$ cat config.mk
export PLATFORM = sky130hd
export DESIGN_NAME = mem_port_arbiter
export DESIGN_NICKNAME = d
export VERILOG_FILES = /design/src/rtl/mem_port_arbiter.sv
export SDC_FILE = /design/constraint.sdc
export NUM_CORES = 1
export LEC_CHECK = 0
export CAP_MARGIN = 20
export CORE_AREA = 2 2 204 206
export CTS_CLUSTER_DIAMETER = 100
export DETAILED_ROUTE_END_ITERATION = 7
export DIE_AREA = 0 0 206 208
export PLACE_DENSITY = 0.56
export SLEW_MARGIN = 20
export SYNTH_ARGS = -nofsm -noshare
export SYNTH_HDL_FRONTEND = slang
export SYNTH_SLANG_ARGS = --single-unit
$ cat constraint.sdc
create_clock -name clk_i -period 1.7 [get_ports clk_i]
set_input_delay 0.17 -clock clk_i [delete_from_list [all_inputs] [get_ports clk_i]]
set_output_delay 0.17 -clock clk_i [all_outputs]
set_load 0.01 [all_outputs]
$ cat src/rtl/mem_port_arbiter.sv
// Arbitrates the single-port unified memory between instruction fetch and data access.
// Data wins in IDLE unless a fetch has waited MAX_STREAK consecutive data grants.
module mem_port_arbiter #(
    parameter int ADDR_W     = 64,
    parameter int DATA_W     = 64,
    parameter int MAX_STREAK = 4
) (
    input  logic              clk_i,
    input  logic              rst_i,
    input  logic              if_req_i,
    input  logic [ADDR_W-1:0] if_addr_i,
    input  logic              if_kill_i,
    output logic [DATA_W-1:0] if_rdata_o,
    output logic              if_valid_o,
    input  logic              dm_mem_read_i,
    input  logic              dm_mem_write_i,
    input  logic [ADDR_W-1:0] dm_addr_i,
    input  logic [DATA_W-1:0] dm_wdata_i,
    output logic [DATA_W-1:0] dm_rdata_o,
    output logic              dm_valid_o,
    output logic              mem_req_o,
    output logic              mem_we_o,
    output logic [ADDR_W-1:0] mem_addr_o,
    output logic [DATA_W-1:0] mem_wdata_o,
    input  logic [DATA_W-1:0] mem_rdata_i,
    input  logic              mem_ready_i,
    output logic              stall_if_o,
    output logic              stall_mem_o
);

    // state  | meaning
    // IDLE   | port free, arbitrate this cycle
    // BUSY_D | data load/store in flight
    // BUSY_I | instruction fetch in flight (possibly killed)
    typedef enum logic [1:0] {IDLE, BUSY_D, BUSY_I} state_t;

    localparam logic [3:0] MAX_S = 4'(MAX_STREAK);

    state_t            state_q, state_d;
    logic [3:0]        streak_q, streak_d;
    logic              kill_pend_q, kill_pend_d;
    logic              mem_req_q, mem_req_d;
    logic              mem_we_q, mem_we_d;
    logic [ADDR_W-1:0] mem_addr_q, mem_addr_d;
    logic [DATA_W-1:0] mem_wdata_q, mem_wdata_d;
    logic              dreq;
    logic              grant_dat;
    logic              grant_fet;

    assign dreq = dm_mem_read_i | dm_mem_write_i;

    always_comb begin
        state_d     = state_q;
        streak_d    = streak_q;
        kill_pend_d = kill_pend_q;
        mem_req_d   = mem_req_q;
        mem_we_d    = mem_we_q;
        mem_addr_d  = mem_addr_q;
        mem_wdata_d = mem_wdata_q;
        grant_dat   = 1'b0;
        grant_fet   = 1'b0;

        case (state_q)
            IDLE: begin
                if (dreq && !(if_req_i && (streak_q == MAX_S))) begin
                    grant_dat   = 1'b1;
                    state_d     = BUSY_D;
                    mem_req_d   = 1'b1;
                    mem_we_d    = dm_mem_write_i;  // read+write together resolves to a write
                    mem_addr_d  = dm_addr_i;
                    mem_wdata_d = dm_wdata_i;
                end else if (if_req_i && !if_kill_i) begin
                    grant_fet  = 1'b1;
                    state_d    = BUSY_I;
                    mem_req_d  = 1'b1;
                    mem_we_d   = 1'b0;
                    mem_addr_d = if_addr_i;
                end
            end
            BUSY_D: begin
                if (mem_ready_i) begin
                    state_d   = IDLE;
                    mem_req_d = 1'b0;
                    mem_we_d  = 1'b0;
                end
            end
            BUSY_I: begin
                if (if_kill_i) kill_pend_d = 1'b1;
                // a killed fetch still runs to completion so the memory sees a clean handshake
                if (mem_ready_i) begin
                    state_d     = IDLE;
                    mem_req_d   = 1'b0;
                    kill_pend_d = 1'b0;
                end
            end
            default: state_d = IDLE;
        endcase

        if (!if_req_i) begin
            streak_d = '0;
        end else if (grant_dat) begin
            streak_d = (streak_q == MAX_S) ? streak_q : streak_q + 4'd1;
        end else if (grant_fet) begin
            streak_d = '0;
        end
    end

    always_ff @(posedge clk_i) begin
        if (rst_i) begin
            state_q     <= IDLE;
            streak_q    <= '0;
            kill_pend_q <= 1'b0;
            mem_req_q   <= 1'b0;
            mem_we_q    <= 1'b0;
            mem_addr_q  <= '0;
            mem_wdata_q <= '0;
        end else begin
            state_q     <= state_d;
            streak_q    <= streak_d;
            kill_pend_q <= kill_pend_d;
            mem_req_q   <= mem_req_d;
            mem_we_q    <= mem_we_d;
            mem_addr_q  <= mem_addr_d;
            mem_wdata_q <= mem_wdata_d;
        end
    end

    assign mem_req_o   = mem_req_q;
    assign mem_we_o    = mem_we_q;
    assign mem_addr_o  = mem_addr_q;
    assign mem_wdata_o = mem_wdata_q;

    assign dm_rdata_o  = mem_rdata_i;
    assign if_rdata_o  = mem_rdata_i;
    assign dm_valid_o  = ~rst_i & (state_q == BUSY_D) & mem_ready_i;
    assign if_valid_o  = ~rst_i & (state_q == BUSY_I) & mem_ready_i & ~kill_pend_q & ~if_kill_i;
    assign stall_mem_o = ~rst_i & dreq & ~dm_valid_o;
    assign stall_if_o  = ~rst_i & ((if_req_i & ~if_valid_o) | stall_mem_o);

endmodule
==> results by group <==
Floorplanning
  • Die outline area: approximately 43000 sq um
  • Die outline width: a little over 200 um
  • Floorplan die height: 208 um
  • Number of I/O pins: 525
  • Initial Util: around 16%
  • Core Rows: 74
  • Core box area: slightly above 40000 sq um

Global routing
  • Antenna violations before repair: 1
  • Tot GR Track Use: between 10% and 20%
  • Global-route wire length before repair: between 30 and 40 mm
  • Total congestion overflow: 0
  • Via count of the first global-routing pass: a little under 7000
  • Largest net degree at the start of global routing: 67

Clocking
  • Worst-Skew Late Latency: between 0.4 and 0.5 ns
  • Total number of H-tree levels: 4
  • Clock tree root driver cell: clkbuf_16
  • Number of buffers on the longest clock path: 2
  • CTS tree: yes
  • Total clock buffers created by CTS: 17
  • Clock transition time at the flip-flop clock pins of the worst setup and hold paths: ~0.07 ns
  • Clock net sink count: about 140

Critical path
  • CP Capture Type: register
  • Setup slack of the most critical reg-to-reg path: -0.10 ns
  • Setup crit start: streak_q[1]
  • Critical path's slowest cell: dfxtp_2
  • Crit path required time: ~2 ns
  • Critical path's largest stage delay: between 0.3 and 0.4 ns
  • Largest fanout on the critical path: 9
  • Reg2Reg Depth: 9
  • Critical register-to-register path endpoint: mem_addr_o[7]
  • Worst endpoint data arrival time: between 2 and 2.5 ns
  • Crit Path Class: register to register
  • Critical path destination: mem_addr_o[7]
  • Cells along the critical path: inv_2, ha_4, and4b_4, buf_6, o21ai_4, buf_12, clkbuf_16, nor2_1, nor4_1
  • Startpoint Class: register
  • Start of the worst register-to-register path: streak_q[1]

Worst hold path
  • Hold/Removal Path Class: input pin to register
  • Worst hold path stage count: 3
  • HP Start: rst_i

Layout
  • Number of inserted filler cells in the final layout: ~4300
  • Fin area: around 12000 sq um
  • Final antenna diode count: 0
  • Area growth from synthesis to final layout: 77.3%
  • Number of nets in the layout: ~1400
  • Layout cell share with drive strength beyond 1: roughly 23%

Status
  • Outcome: complete, but fails checks
  • Violated checks: setup timing

Routing
  • Number of vias in the routed layout: a little over 7000
  • Drt wl/cell: about 17 um
  • DRT Wirelength: approximately 28 mm
  • DRC Markers: 0
  • First drt pass iteration count: 4
  • Mean number of vias per cell: ~4.2
  • Number of design-rule violations left by the first detailed-router iteration: between 200 and 300
  • Remaining antenna violation count after routing: 0

Synthesis
  • Cell types with the largest area share after synthesis: dfxtp_1 (41%), buf_4 (15%), nor4_1 (11%)
  • Number of distinct standard cells referenced by the synthesized netlist: 36
  • Most used flip-flop cell after synthesis: dfxtp_1
  • Mapped Avg Cell Area: just under 8 sq um
  • Async SR Flop Fraction: 0%
  • Library cell with the highest instance count after synthesis: dfxtp_1
  • Post-synthesis sequential area ratio: 41.1%
  • Register bit count reported by yosys: 137
  • Post-synthesis net count: 1117
  • Share of Yosys cell area claimed by the top area cell type: between 40% and 50%
  • Synthesized instance count: approximately 850
  • Commonest cells in the synthesized netlist: dfxtp_1 (137), nand2_1 (134), buf_4 (130)
  • Syn. warnings: 0
  • Cell type with the largest total area after synthesis: dfxtp_1
  • Number of enable flip-flop cells after synthesis: 0
  • Netlist area before placement: ~6700 sq um

STA
  • Final-report max-slew violation count: 0
  • Worst Skew: roughly 0.012 ns
  • Final hold violations: 0
  • Final setup margin: -0.102 ns
  • Share of the clock period used by the worst path: 106%
  • Setup Viol. Count Final: 8
  • Tightest Pin Transition: 0.744 ns
  • Max Fclk: ~560 MHz
  • Clock period minus worst slack: 1.80 ns
  • Setup repair after global routing missed its margin: yes
  • Tightest slew margin relative to the limit: roughly half

Placed design
  • Half-perimeter wire length of the detailed placement result: about 19 mm
  • Input/output buffers: 332
  • Placed instance area: between 10000 and 15000 sq um
  • Post-placement worst setup slack: -0.463 ns
  • Routability congestion estimate from global placement: between 0.7 and 0.8

Power
  • Worst VDD drop: between 0.0006 and 0.0007 V
  • Leakage component of the power: around 4.2 nW
  • Power density relative to cell area: 938 nW/um^2

Run
  • Reported max-cap violation count: 0
[critical path: cells and delay by family, from the launching register on]
family	cells	cell delay, ns
adders and majority gates	1	0.15
AOI/OAI and AO/OA	1	0.13
DFF	1	0.33
buffers and inverters	4	0.53
and+or+nand+nor	3	0.51
[report_power, final]
part           total [W]  switching [W]  internal, W
Clock            0.00367        0.00161      0.00206
Combinational    0.00363        0.00168      0.00195
Sequential       0.00378       0.000202      0.00358
Total             0.0111        0.00350      0.00759
[routing by layer]
layer | track usage [%] | share of wire [%]
met5 | 0 | 0.046
met1 | 12.9 | 39
met4 | 6.31 | 4.0
met2 | 19.2 | 48
met3 | 4.46 | 8.3
[registers in the layout, indices dropped and copies added (netlist names)]
register and count:
mem_req_o 1, streak_q 4, mem_we_o 1, mem_wdata_o 64, kill_pend_q 1, mem_addr_o 64, state_q 2
[stage by stage]
step	cells	utilization, %	hold slack (ns)	TNS [ns]	power [W]
finish	1661	29.1	0.241	-0.302	0.0111
global route	1661	29.1	0.226	-3.46	0.0117
CTS	1647	27.3	0.197	-2.68	0.0108
detailed placement	1605	25.2	0.340	-36.73	0.00687
global placement	1605	25.2	0.340	-28.94	0.00687
floorplan	849	-	0.270	0	0.00534
[final cells by class]
cell class / count / area [sq um] / share of cell area (%)
repair buffers: 446 / 4590 / 38.8
flip-flops and latches: 137 / 2750 / 23.3
clock inverters: 13 / 123 / 1.04
well taps: 532 / 666 / 5.63
multi-input cells: 508 / 3210 / 27.2
clock buffers: 19 / 443 / 3.75
inverters: 6 / 32.5 / 0.275
[worst min-delay path by stage]
stage / endpoint
global route: mem_wdata_o[51]
global placement: dm_rdata_o[60]
finish: mem_wdata_o[51]
floorplan: kill_pend_q
CTS: mem_wdata_o[51]
detailed placement: dm_rdata_o[60]
[repair_timing]
item,in CTS,in global routing
buffers inserted,9,6
cloned,1,9
setup endpoints to repair,111,136
pin swaps,7,22
hold buffers,0,0
gates resized for setup,53,99
[cells by family (layout without fill, tap and decap cells)]
| family | after synthesis | count (layout) | synth area share [%] |
|---|---|---|---|
| AOI/OAI and AO/OA | 85 | 85 | 7.00 |
| adders and majority gates | 5 | 5 | 0.939 |
| buffers and inverters | 204 | 484 | 19.4 |
| DFF | 137 | 137 | 41.1 |
| and+or+nand+nor | 418 | 418 | 31.5 |
[placed cells by master (no fill, tap or decap), drive strengths merged, types with 4 or more instances in the layout]
cell type,n
clkinvlp,4
nand2,134
nor3,64
clkbuf,25
a21oi,68
clkinv,6
buf,113
nand3,6
ha,5
inv,8
nor4,129
clkdlybuf4s50,326
o21ai,5
nor2,69
dfxtp,137
Power figures use the tool's default switching activity.
